==> src/rtl/synth_pkg.sv <==
// Shared constants, sample type and helpers for the synth audio path.
package synth_pkg;

  localparam int unsigned AUDIO_WIDTH    = 32;
  localparam int unsigned NUM_VOICES     = 8;
  localparam int unsigned MIX_LATENCY    = 5;
  localparam int unsigned OUT_WIDTH      = 24;
  localparam int unsigned CLIP_CNT_WIDTH = 16;
  localparam int unsigned VOL_WIDTH      = 4;
  localparam int unsigned ACT_WIDTH      = 4;

  typedef logic signed [AUDIO_WIDTH-1:0] sample_t;

  // Number of gated voices in a note_on vector.
  function automatic logic [ACT_WIDTH-1:0] popcount(input logic [NUM_VOICES-1:0] v);
    logic [ACT_WIDTH-1:0] n;
    n = '0;
    for (int i = 0; i < int'(NUM_VOICES); i++) begin
      n = n + ACT_WIDTH'(v[i]);
    end
    return n;
  endfunction

endpackage

==> src/rtl/mix_saturate.sv <==
// Registered saturation stage: clamps a wide signed value to SAT_W bits and
// keeps the top OUT_W bits of the clamped result, flagging any clamp.
module mix_saturate #(
  parameter int unsigned IN_W  = 35,
  parameter int unsigned SAT_W = 32,
  parameter int unsigned OUT_W = SAT_W
) (
  input  logic                    clk,
  input  logic                    rst,
  input  logic                    valid_i,
  input  logic signed [IN_W-1:0]  data_i,
  output logic                    valid_o,
  output logic signed [OUT_W-1:0] data_o,
  output logic                    clip_o,
  output logic                    clip_c
);

  localparam int unsigned EXT_W = IN_W - SAT_W;
  localparam logic signed [IN_W-1:0] MAX_V = {{(EXT_W+1){1'b0}}, {(SAT_W-1){1'b1}}};
  localparam logic signed [IN_W-1:0] MIN_V = {{(EXT_W+1){1'b1}}, {(SAT_W-1){1'b0}}};

  logic                    hi_c;
  logic                    lo_c;
  logic signed [OUT_W-1:0] data_d;
  logic signed [OUT_W-1:0] data_q;
  logic                    valid_q;
  logic                    clip_q;

  // Range check and clamp; the in-range path truncates the low bits.
  always_comb begin
    hi_c   = (data_i > MAX_V);
    lo_c   = (data_i < MIN_V);
    clip_c = hi_c | lo_c;
    data_d = data_i[SAT_W-1 -: OUT_W];
    if (hi_c) begin
      data_d = {1'b0, {(OUT_W-1){1'b1}}};
    end else if (lo_c) begin
      data_d = {1'b1, {(OUT_W-1){1'b0}}};
    end
  end

  // Output register: data holds between samples, valid and clip are pulses.
  always_ff @(posedge clk or posedge rst) begin
    if (rst) begin
      valid_q <= 1'b0;
      clip_q  <= 1'b0;
      data_q  <= '0;
    end else begin
      valid_q <= valid_i;
      clip_q  <= valid_i & clip_c;
      if (valid_i) begin
        data_q <= data_d;
      end
    end
  end

  assign valid_o = valid_q;
  assign clip_o  = clip_q;
  assign data_o  = data_q;

endmodule

==> src/rtl/voice_mixer.sv <==
// Eight-voice mono mixer: capture, three-level adder tree, volume shift,
// saturate. Also reports active voice count and clip statistics.
module voice_mixer
  import synth_pkg::*;
(
  input  logic                        clk,
  input  logic                        rst,
  input  sample_t                     voice_1_in,
  input  sample_t                     voice_2_in,
  input  sample_t                     voice_3_in,
  input  sample_t                     voice_4_in,
  input  sample_t                     voice_5_in,
  input  sample_t                     voice_6_in,
  input  sample_t                     voice_7_in,
  input  sample_t                     voice_8_in,
  input  logic [NUM_VOICES-1:0]       note_on,
  input  logic                        data_valid_in,
  input  logic [VOL_WIDTH-1:0]        volume,
  input  logic                        clip_clr,
  output logic signed [OUT_WIDTH-1:0] mix_out,
  output logic                        mix_valid,
  output logic                        clip,
  output logic [CLIP_CNT_WIDTH-1:0]   clip_count,
  output logic [ACT_WIDTH-1:0]        active_count
);

  localparam int unsigned S1_W = AUDIO_WIDTH + 1;
  localparam int unsigned S2_W = AUDIO_WIDTH + 2;
  localparam int unsigned S3_W = AUDIO_WIDTH + 3;
  localparam int unsigned S1_N = NUM_VOICES / 2;
  localparam int unsigned S2_N = NUM_VOICES / 4;

  sample_t                  voice_c [NUM_VOICES];
  sample_t                  voice_q [NUM_VOICES];
  logic [VOL_WIDTH-1:0]     vol0_q, vol1_q, vol2_q, vol3_q;
  logic                     v0_q, v1_q, v2_q, v3_q;
  logic [ACT_WIDTH-1:0]     act_q;
  logic signed [S1_W-1:0]   sum1_d [S1_N];
  logic signed [S1_W-1:0]   sum1_q [S1_N];
  logic signed [S2_W-1:0]   sum2_d [S2_N];
  logic signed [S2_W-1:0]   sum2_q [S2_N];
  logic signed [S3_W-1:0]   sum3_d;
  logic signed [S3_W-1:0]   sum3_q;
  logic signed [S3_W-1:0]   shifted_c;
  logic                     sat_clip_c;
  logic [CLIP_CNT_WIDTH-1:0] clip_cnt_d;
  logic [CLIP_CNT_WIDTH-1:0] clip_cnt_q;

  // Gather the voice ports into an array for the tree.
  always_comb begin
    voice_c[0] = voice_1_in;
    voice_c[1] = voice_2_in;
    voice_c[2] = voice_3_in;
    voice_c[3] = voice_4_in;
    voice_c[4] = voice_5_in;
    voice_c[5] = voice_6_in;
    voice_c[6] = voice_7_in;
    voice_c[7] = voice_8_in;
  end

  // S0: capture voices, volume and voice count with the sample.
  always_ff @(posedge clk or posedge rst) begin
    if (rst) begin
      for (int i = 0; i < int'(NUM_VOICES); i++) begin
        voice_q[i] <= '0;
      end
      vol0_q <= '0;
      v0_q   <= 1'b0;
      act_q  <= '0;
    end else begin
      v0_q <= data_valid_in;
      if (data_valid_in) begin
        voice_q <= voice_c;
        vol0_q  <= volume;
        act_q   <= popcount(note_on);
      end
    end
  end

  // Adder tree next-state: each level grows one bit, so no level can overflow.
  always_comb begin
    for (int i = 0; i < int'(S1_N); i++) begin
      sum1_d[i] = S1_W'(voice_q[2*i]) + S1_W'(voice_q[2*i+1]);
    end
    for (int i = 0; i < int'(S2_N); i++) begin
      sum2_d[i] = S2_W'(sum1_q[2*i]) + S2_W'(sum1_q[2*i+1]);
    end
    sum3_d = S3_W'(sum2_q[0]) + S3_W'(sum2_q[1]);
  end

  // S1..S3 registers; each level loads only behind a valid sample.
  always_ff @(posedge clk or posedge rst) begin
    if (rst) begin
      for (int i = 0; i < int'(S1_N); i++) begin
        sum1_q[i] <= '0;
      end
      for (int i = 0; i < int'(S2_N); i++) begin
        sum2_q[i] <= '0;
      end
      sum3_q <= '0;
      vol1_q <= '0;
      vol2_q <= '0;
      vol3_q <= '0;
      v1_q   <= 1'b0;
      v2_q   <= 1'b0;
      v3_q   <= 1'b0;
    end else begin
      v1_q <= v0_q;
      v2_q <= v1_q;
      v3_q <= v2_q;
      if (v0_q) begin
        sum1_q <= sum1_d;
        vol1_q <= vol0_q;
      end
      if (v1_q) begin
        sum2_q <= sum2_d;
        vol2_q <= vol1_q;
      end
      if (v2_q) begin
        sum3_q <= sum3_d;
        vol3_q <= vol2_q;
      end
    end
  end

  // S4: volume attenuation, arithmetic shift rounds toward minus infinity.
  assign shifted_c = sum3_q >>> vol3_q;

  // S5: clamp to the voice sample range and keep the top output bits.
  mix_saturate #(
    .IN_W  (S3_W),
    .SAT_W (AUDIO_WIDTH),
    .OUT_W (OUT_WIDTH)
  ) u_sat (
    .clk     (clk),
    .rst     (rst),
    .valid_i (v3_q),
    .data_i  (shifted_c),
    .valid_o (mix_valid),
    .data_o  (mix_out),
    .clip_o  (clip),
    .clip_c  (sat_clip_c)
  );

  // Clip counter next-state: clear has priority, count saturates at all-ones.
  always_comb begin
    clip_cnt_d = clip_cnt_q;
    if (clip_clr) begin
      clip_cnt_d = '0;
    end else if (v3_q && sat_clip_c && !(&clip_cnt_q)) begin
      clip_cnt_d = clip_cnt_q + CLIP_CNT_WIDTH'(1);
    end
  end

  // Clip counter register, updated on the same edge that presents the clip.
  always_ff @(posedge clk or posedge rst) begin
    if (rst) begin
      clip_cnt_q <= '0;
    end else begin
      clip_cnt_q <= clip_cnt_d;
    end
  end

  assign clip_count   = clip_cnt_q;
  assign active_count = act_q;

endmodule

==> config.mk <==
export PLATFORM = sky130hd
export DESIGN_NAME = voice_mixer
export DESIGN_NICKNAME = d
export VERILOG_FILES = /design/src/rtl/synth_pkg.sv /design/src/rtl/mix_saturate.sv /design/src/rtl/voice_mixer.sv
export SDC_FILE = /design/constraint.sdc
export NUM_CORES = 2
export LEC_CHECK = 0
export BUFFER_PORTS_ARGS = -buffer_cell sky130_fd_sc_hd__buf_4
export CELL_PAD_IN_SITES_DETAIL_PLACEMENT = 1
export CELL_PAD_IN_SITES_GLOBAL_PLACEMENT = 2
export CORE_MARGIN = 2
export CORE_UTILIZATION = 43
export CTS_CLUSTER_SIZE = 12
export DETAILED_ROUTE_END_ITERATION = 10
export PLACE_DENSITY_LB_ADDON = 0.1
export RECOVER_POWER = 25
export SYNTH_ARGS = -nofsm -noshare
export SYNTH_HDL_FRONTEND = slang
export SYNTH_HIERARCHICAL = 1
export SYNTH_SLANG_ARGS = --single-unit
==> constraint.sdc <==
create_clock -name clk -period 35.3 [get_ports clk]
set_input_delay 7.06 -clock clk [delete_from_list [all_inputs] [get_ports clk]]
set_output_delay 7.06 -clock clk [all_outputs]
set_load 0.03 [all_outputs]
### After elaboration in Yosys (flattened, before gate mapping)

Cells that the tools add are included.

| word-level totals | value |
|---|---|
| bits in registers | 557 |
| latch bits | 0 |
| bits in writable memories | 0 |
| bits in read-only memories | 0 |
| bits of input ports | 272 |
| output and inout port bits | 46 |
| memories kept | 0 |

| operators by class | value |
|---|---|
| add/subtract/negate cells | 15 |
| $mul | 0 |
| divide/modulo/power cells | 0 |
| magnitude comparators | 2 |
| equal/unequal tests | 0 |
| shift-type cells | 1 |
| muxes and demuxes | 4 |
| bitwise operators | 2 |
| reduce and logical (&&, ||, !) cells | 5 |

Operator list:

| cell | count |
|---|---|
| $add A32 B32 Y33 | 4 |
| $add A33 B33 Y34 | 2 |
| $mux W24 | 2 |
| $add A34 B34 Y35 | 1 |
| $gt A35 B32 Y1 const B | 1 |
| $lt A35 B32 Y1 const B | 1 |
| $sshr A35 B4 Y35 | 1 |
| $mux W16 | 2 |
| $add A16 B1 Y16 const B | 1 |
| $add A4 B1 Y4 | 4 |
| $reduce_and A16 Y1 | 1 |
| $add A3 B1 Y4 | 1 |
| $add A2 B1 Y3 | 1 |
| $add A1 B1 Y2 | 1 |
| $logic_and A1 B1 Y1 | 2 |
| $reduce_bool A2 Y1 | 1 |
| $and A1 B1 Y1 | 1 |
| $logic_not A1 Y1 | 1 |
| $or A1 B1 Y1 | 1 |

### Depth between registers and ports, before layout

| logic depth | value |
|---|---|
| word-level depth | 7 |
| gate-level depth with buffers | 17 |

### Cells and area by module

Netlist, hierarchy kept.

Modules (own cells, without submodules):

| module | times used | cells each | area an instance (sq um) | sequential area each (sq um) |
|---|---|---|---|---|
| voice_mixer | 1 | 2965 | 32260.9 | 13287.7 |
| mix_saturate | 1 | 114 | 1273.7 | 650.6 |

### Worst setup path before layout

No wires, ideal clock.

| timing path | value |
|---|---|
| path type | input -> register |
| from | input port note_on[0] |
| to | register act_q[1], in the netlist active_count[1] |
| setup time | 0.125 ns |
| arrival time | 9.436 ns |
| slack | 25.739 ns |
| stages on the path | 8 |
| path through | fa_1 > inv_1 > fa_1 > fa_1 > inv_1 > ha_1 > fa_1 > mux2_2 |

| between the ends | value |
|---|---|
| longest elaborated chain between the ends | 7 |

RTL lines:

| element | line | source |
|---|---|---|
| start: declaration | voice_mixer.sv:16 | `input logic [NUM_VOICES-1:0] note_on,` |
| $add A1 B1 Y2 | synth_pkg.sv:19 | `n = n + ACT_WIDTH'(v[i]);` |
| $add A2 B1 Y3 | synth_pkg.sv:19 |  |
| $add A3 B1 Y4 | synth_pkg.sv:19 |  |
| $add A4 B1 Y4 (4 in series) | synth_pkg.sv:19 |  |
| end signal: assignment | voice_mixer.sv:75 | `act_q <= popcount(note_on);` |
| end: declaration | voice_mixer.sv:37 | `logic [ACT_WIDTH-1:0] act_q;` |

Every way passes these cells.
A chain may end at the register's enable or synchronous reset.

==> run_summary.xml <==
<?xml version="1.0" encoding="UTF-8"?>
<metrics>
  <group name="placed_design">
    <metric name="portBuffers" unit="">317</metric>
    <metric name="post-dp-hpwl" unit="um">67700</metric>
    <metric name="dpl_cell_area" unit="um^2">36100</metric>
    <metric name="post-place-cells" unit="">4193</metric>
    <metric name="place.gp.congestion" unit="">0.845</metric>
  </group>
  <group name="sta">
    <metric name="setup_viol" unit="">0</metric>
    <metric name="timing.final.hold_violations" unit="">0</metric>
    <metric name="tightestPinTransition" unit="ns">4.36</metric>
    <metric name="finalMaxSlewViolations" unit="">357</metric>
    <metric name="maxSlewHeadroom" unit="%">-192</metric>
    <metric name="setup_tns" unit="ns">0</metric>
    <metric name="setup_repair_after_global_routing_missed_its_margin" unit="">false</metric>
    <metric name="skew" unit="ns">0.0323</metric>
    <metric name="shortest_clock_period_the_worst_path_allows_after_layout" unit="ns">11.02</metric>
    <metric name="part_of_the_cycle_the_worst_path_needs" unit="%">31.2</metric>
    <metric name="fmax" unit="MHz">90.7</metric>
  </group>
  <group name="logic_synthesis">
    <metric name="synthesis.area_per_instance" unit="um^2">10.9</metric>
    <metric name="netlist_area" unit="um^2">32800</metric>
    <metric name="yosys_warnings" unit="">6</metric>
    <metric name="synth.net_count" unit="">3524</metric>
    <metric name="synthesis.instances" unit="">3009</metric>
  </group>
  <group name="grt">
    <metric name="grt-ovfl-total" unit="">0</metric>
    <metric name="grt_pass1_vias" unit="">25900</metric>
    <metric name="grt_start_max_net_pins" unit="">126</metric>
    <metric name="first_pass_grt_wire_length" unit="um">143000</metric>
    <metric name="antenna_found_initial" unit="">3</metric>
    <metric name="gr-usage-all-layers" unit="%">22.7</metric>
  </group>
  <group name="floorplanning">
    <metric name="floorplan.core_area" unit="um^2">75800</metric>
    <metric name="die_area" unit="um^2">78600</metric>
    <metric name="initial_utilization" unit="%">43.3</metric>
    <metric name="die_height" unit="um">280</metric>
    <metric name="num_rows" unit="">101</metric>
    <metric name="io_pins" unit="">318</metric>
    <metric name="horiz_die_dim" unit="um">280</metric>
  </group>
  <group name="drt">
    <metric name="drt_drc_violations_left" unit="">0</metric>
    <metric name="routed_wire_length_per_instance" unit="um">20.6</metric>
    <metric name="via_count" unit="">24100</metric>
    <metric name="detail-route-antenna-nets" unit="">0</metric>
    <metric name="drt-pass1-iter-count" unit="">5</metric>
    <metric name="finalWirelength" unit="um">88700</metric>
    <metric name="initialDrtViolationCount" unit="">1116</metric>
    <metric name="vias_per_cell" unit="">5.59</metric>
  </group>
  <group name="clocking">
    <metric name="clock_transition_at_the_registers_of_the_reported_paths" unit="ns">0.06</metric>
    <metric name="clockBufferDepth" unit="">3</metric>
    <metric name="cts-hold-fix-buffers" unit="">0</metric>
    <metric name="post_cts.repair.setup_buffers" unit="">0</metric>
    <metric name="cts-root-buf" unit="">clkbuf_16</metric>
    <metric name="cts_htree_levels" unit="">3</metric>
    <metric name="tritoncts_clock_tree" unit="">yes</metric>
    <metric name="clkSinkCount" unit="">549</metric>
    <metric name="tritoncts.num_buffers" unit="">68</metric>
    <metric name="clock_latency" unit="ns">0.62</metric>
    <metric name="cts_resized" unit="">0</metric>
  </group>
  <group name="worst_setup_path">
    <metric name="worstSetupStartpoint" unit="">rst</metric>
    <metric name="cp_slowest_stage_delay" unit="ns">2.44</metric>
    <metric name="crit_path_end_kind" unit="">asynchronous set/reset pin</metric>
    <metric name="arrival" unit="ns">11.60</metric>
    <metric name="list_of_cells_traversed_by_the_critical_path" unit="">clkbuf_1 &gt; clkinvlp_2 &gt; buf_4 &gt; buf_4</metric>
    <metric name="worst-setup-path-type" unit="">in2async</metric>
    <metric name="cp-start-kind" unit="">input port</metric>
    <metric name="cp_top_family" unit="">buffers and inverters</metric>
    <metric name="worst_r2r_endpoint" unit="">sum1_q[32]$_DFFE_PP0P_</metric>
    <metric name="crit_top_cell" unit="">buf_4</metric>
    <metric name="critPathMaxFanout" unit="">98</metric>
    <metric name="regToRegStartpoint" unit="">v0_q$_DFF_PP0_</metric>
    <metric name="critPathBufInv" unit="">4</metric>
    <metric name="crit_slowest_cell" unit="">clkinvlp_2</metric>
    <metric name="regToRegSetupSlack" unit="ns">28.18</metric>
    <metric name="cp_data_required_time" unit="ns">35.88</metric>
    <metric name="timing.reg2reg.worst_path_depth" unit="">6</metric>
  </group>
  <group name="pwr">
    <metric name="total_leakage_power" unit="uW">0.0174</metric>
    <metric name="power_density" unit="nW/um^2">87.3</metric>
    <metric name="peakVddDrop" unit="mV">0.0405</metric>
    <metric name="power" unit="uW">3360</metric>
  </group>
  <group name="hold_path">
    <metric name="hold_end" unit="">vol3_q[0]$_DFFE_PP0P_</metric>
    <metric name="hold_path_startpoint" unit="">vol2_q[0]$_DFFE_PP0P_</metric>
    <metric name="timing.hold.worst.class" unit="">reg2reg</metric>
    <metric name="worst_hold_path_stage_count" unit="">2</metric>
  </group>
  <group name="cells_and_area">
    <metric name="post_route_cells_drive_above_1_share" unit="%">28.6</metric>
    <metric name="finish.cell_count_without_fillers" unit="">4314</metric>
    <metric name="nNetsFinal" unit="">3800</metric>
    <metric name="layout.cell_area.non_filler" unit="um^2">38400</metric>
    <metric name="final_core_util" unit="%">50.7</metric>
    <metric name="layout.cells.most_common_list" unit="">548 x dfrtp_1, 451 x mux2_2, 324 x buf_4</metric>
    <metric name="flow.area_growth_from_synthesis" unit="%">17.0</metric>
    <metric name="most_frequent_standard_cell_in_the_layout_excluding_fill_and_tap_cells" unit="">dfrtp_1</metric>
    <metric name="antennaDiodeCount" unit="">0</metric>
    <metric name="fillCellCount" unit="">8109</metric>
  </group>
  <group name="run_status">
    <metric name="run_status" unit="">complete, but fails checks</metric>
    <metric name="violations" unit="">max-capacitance violations, max-slew violations</metric>
  </group>
  <group name="job">
    <metric name="maxCapViolations" unit="">6</metric>
  </group>
</metrics>
[per-layer routing]
| layer | global-route usage, % | vias up | share of wire (%) |
|---|---|---|---|
| li1 | - | 11600 | - |
| met1 | 30.6 | 12100 | 46 |
| met2 | 38.8 | 320 | 49 |
| met3 | 2.58 | 108 | 2.9 |
| met5 | 0 | - | 0 |
| met4 | 5.85 | 0 | 2.3 |
[sequential cells by signal (all words and copies together) (netlist names), 4 cells and up]
register,flops
active_count,4
voice_q,256
vol2_q,4
sum1_q,132
vol0_q,4
vol3_q,4
sum3_q,27
sum2_q,68
u_sat/data_o,24
vol1_q,4
clip_count,16
[final cells by class]
| class | count | area (um^2) | share of cell area, % |
|---|---|---|---|
| Clock buffer | 101 | 2100 | 5.46 |
| Sequential cell | 549 | 13700 | 35.8 |
| Multi-Input combinational cell | 2249 | 18300 | 47.5 |
| Inverter | 85 | 320 | 0.834 |
| Timing Repair Buffer | 332 | 2470 | 6.44 |
| Clock inverter | 20 | 314 | 0.817 |
| Tap cell | 978 | 1220 | 3.18 |
[stage by stage]
step                      hold slack (ns)  worst slack [ns]
final                               0.500             24.28
after global routing                0.525             23.32
after CTS                           0.500             26.04
after detailed placement            0.487             25.42
after global placement              0.484             25.53
after floorplan                     0.352             13.63
[worst register-to-register path, cell delays in order (launching register included)]
cell and delay [ns]:
dfrtp_1 0.97, clkbuf_1 2.59, clkbuf_1 2.43, nand2_1 0.37, a2111oi_0 0.41, o21ai_0 0.18, nand2_1 0.11
[power breakdown]
group	total (uW)	leakage, uW	internal, uW	switching [uW]
sequential	951	0.00648	808	143
clock	744	0.00119	463	281
combinational	1660	0.00969	746	916
[worst max-delay path by stage]
| stage | to | depth (start not counted) |
|---|---|---|
| 2_1_floorplan | active_count[0]$_DFFE_PP0P_ | 1 |
| 5_1_grt | sum1_q[15]$_DFFE_PP0P_ | 4 |
| 4_1_cts | active_count[1]$_DFFE_PP0P_ | 9 |
| 3_3_place_gp | active_count[1]$_DFFE_PP0P_ | 9 |
| 3_5_place_dp | active_count[1]$_DFFE_PP0P_ | 9 |
| 6_report | voice_q[47]$_DFFE_PP0P_ | 4 |
Power figures use the tool's default switching activity.
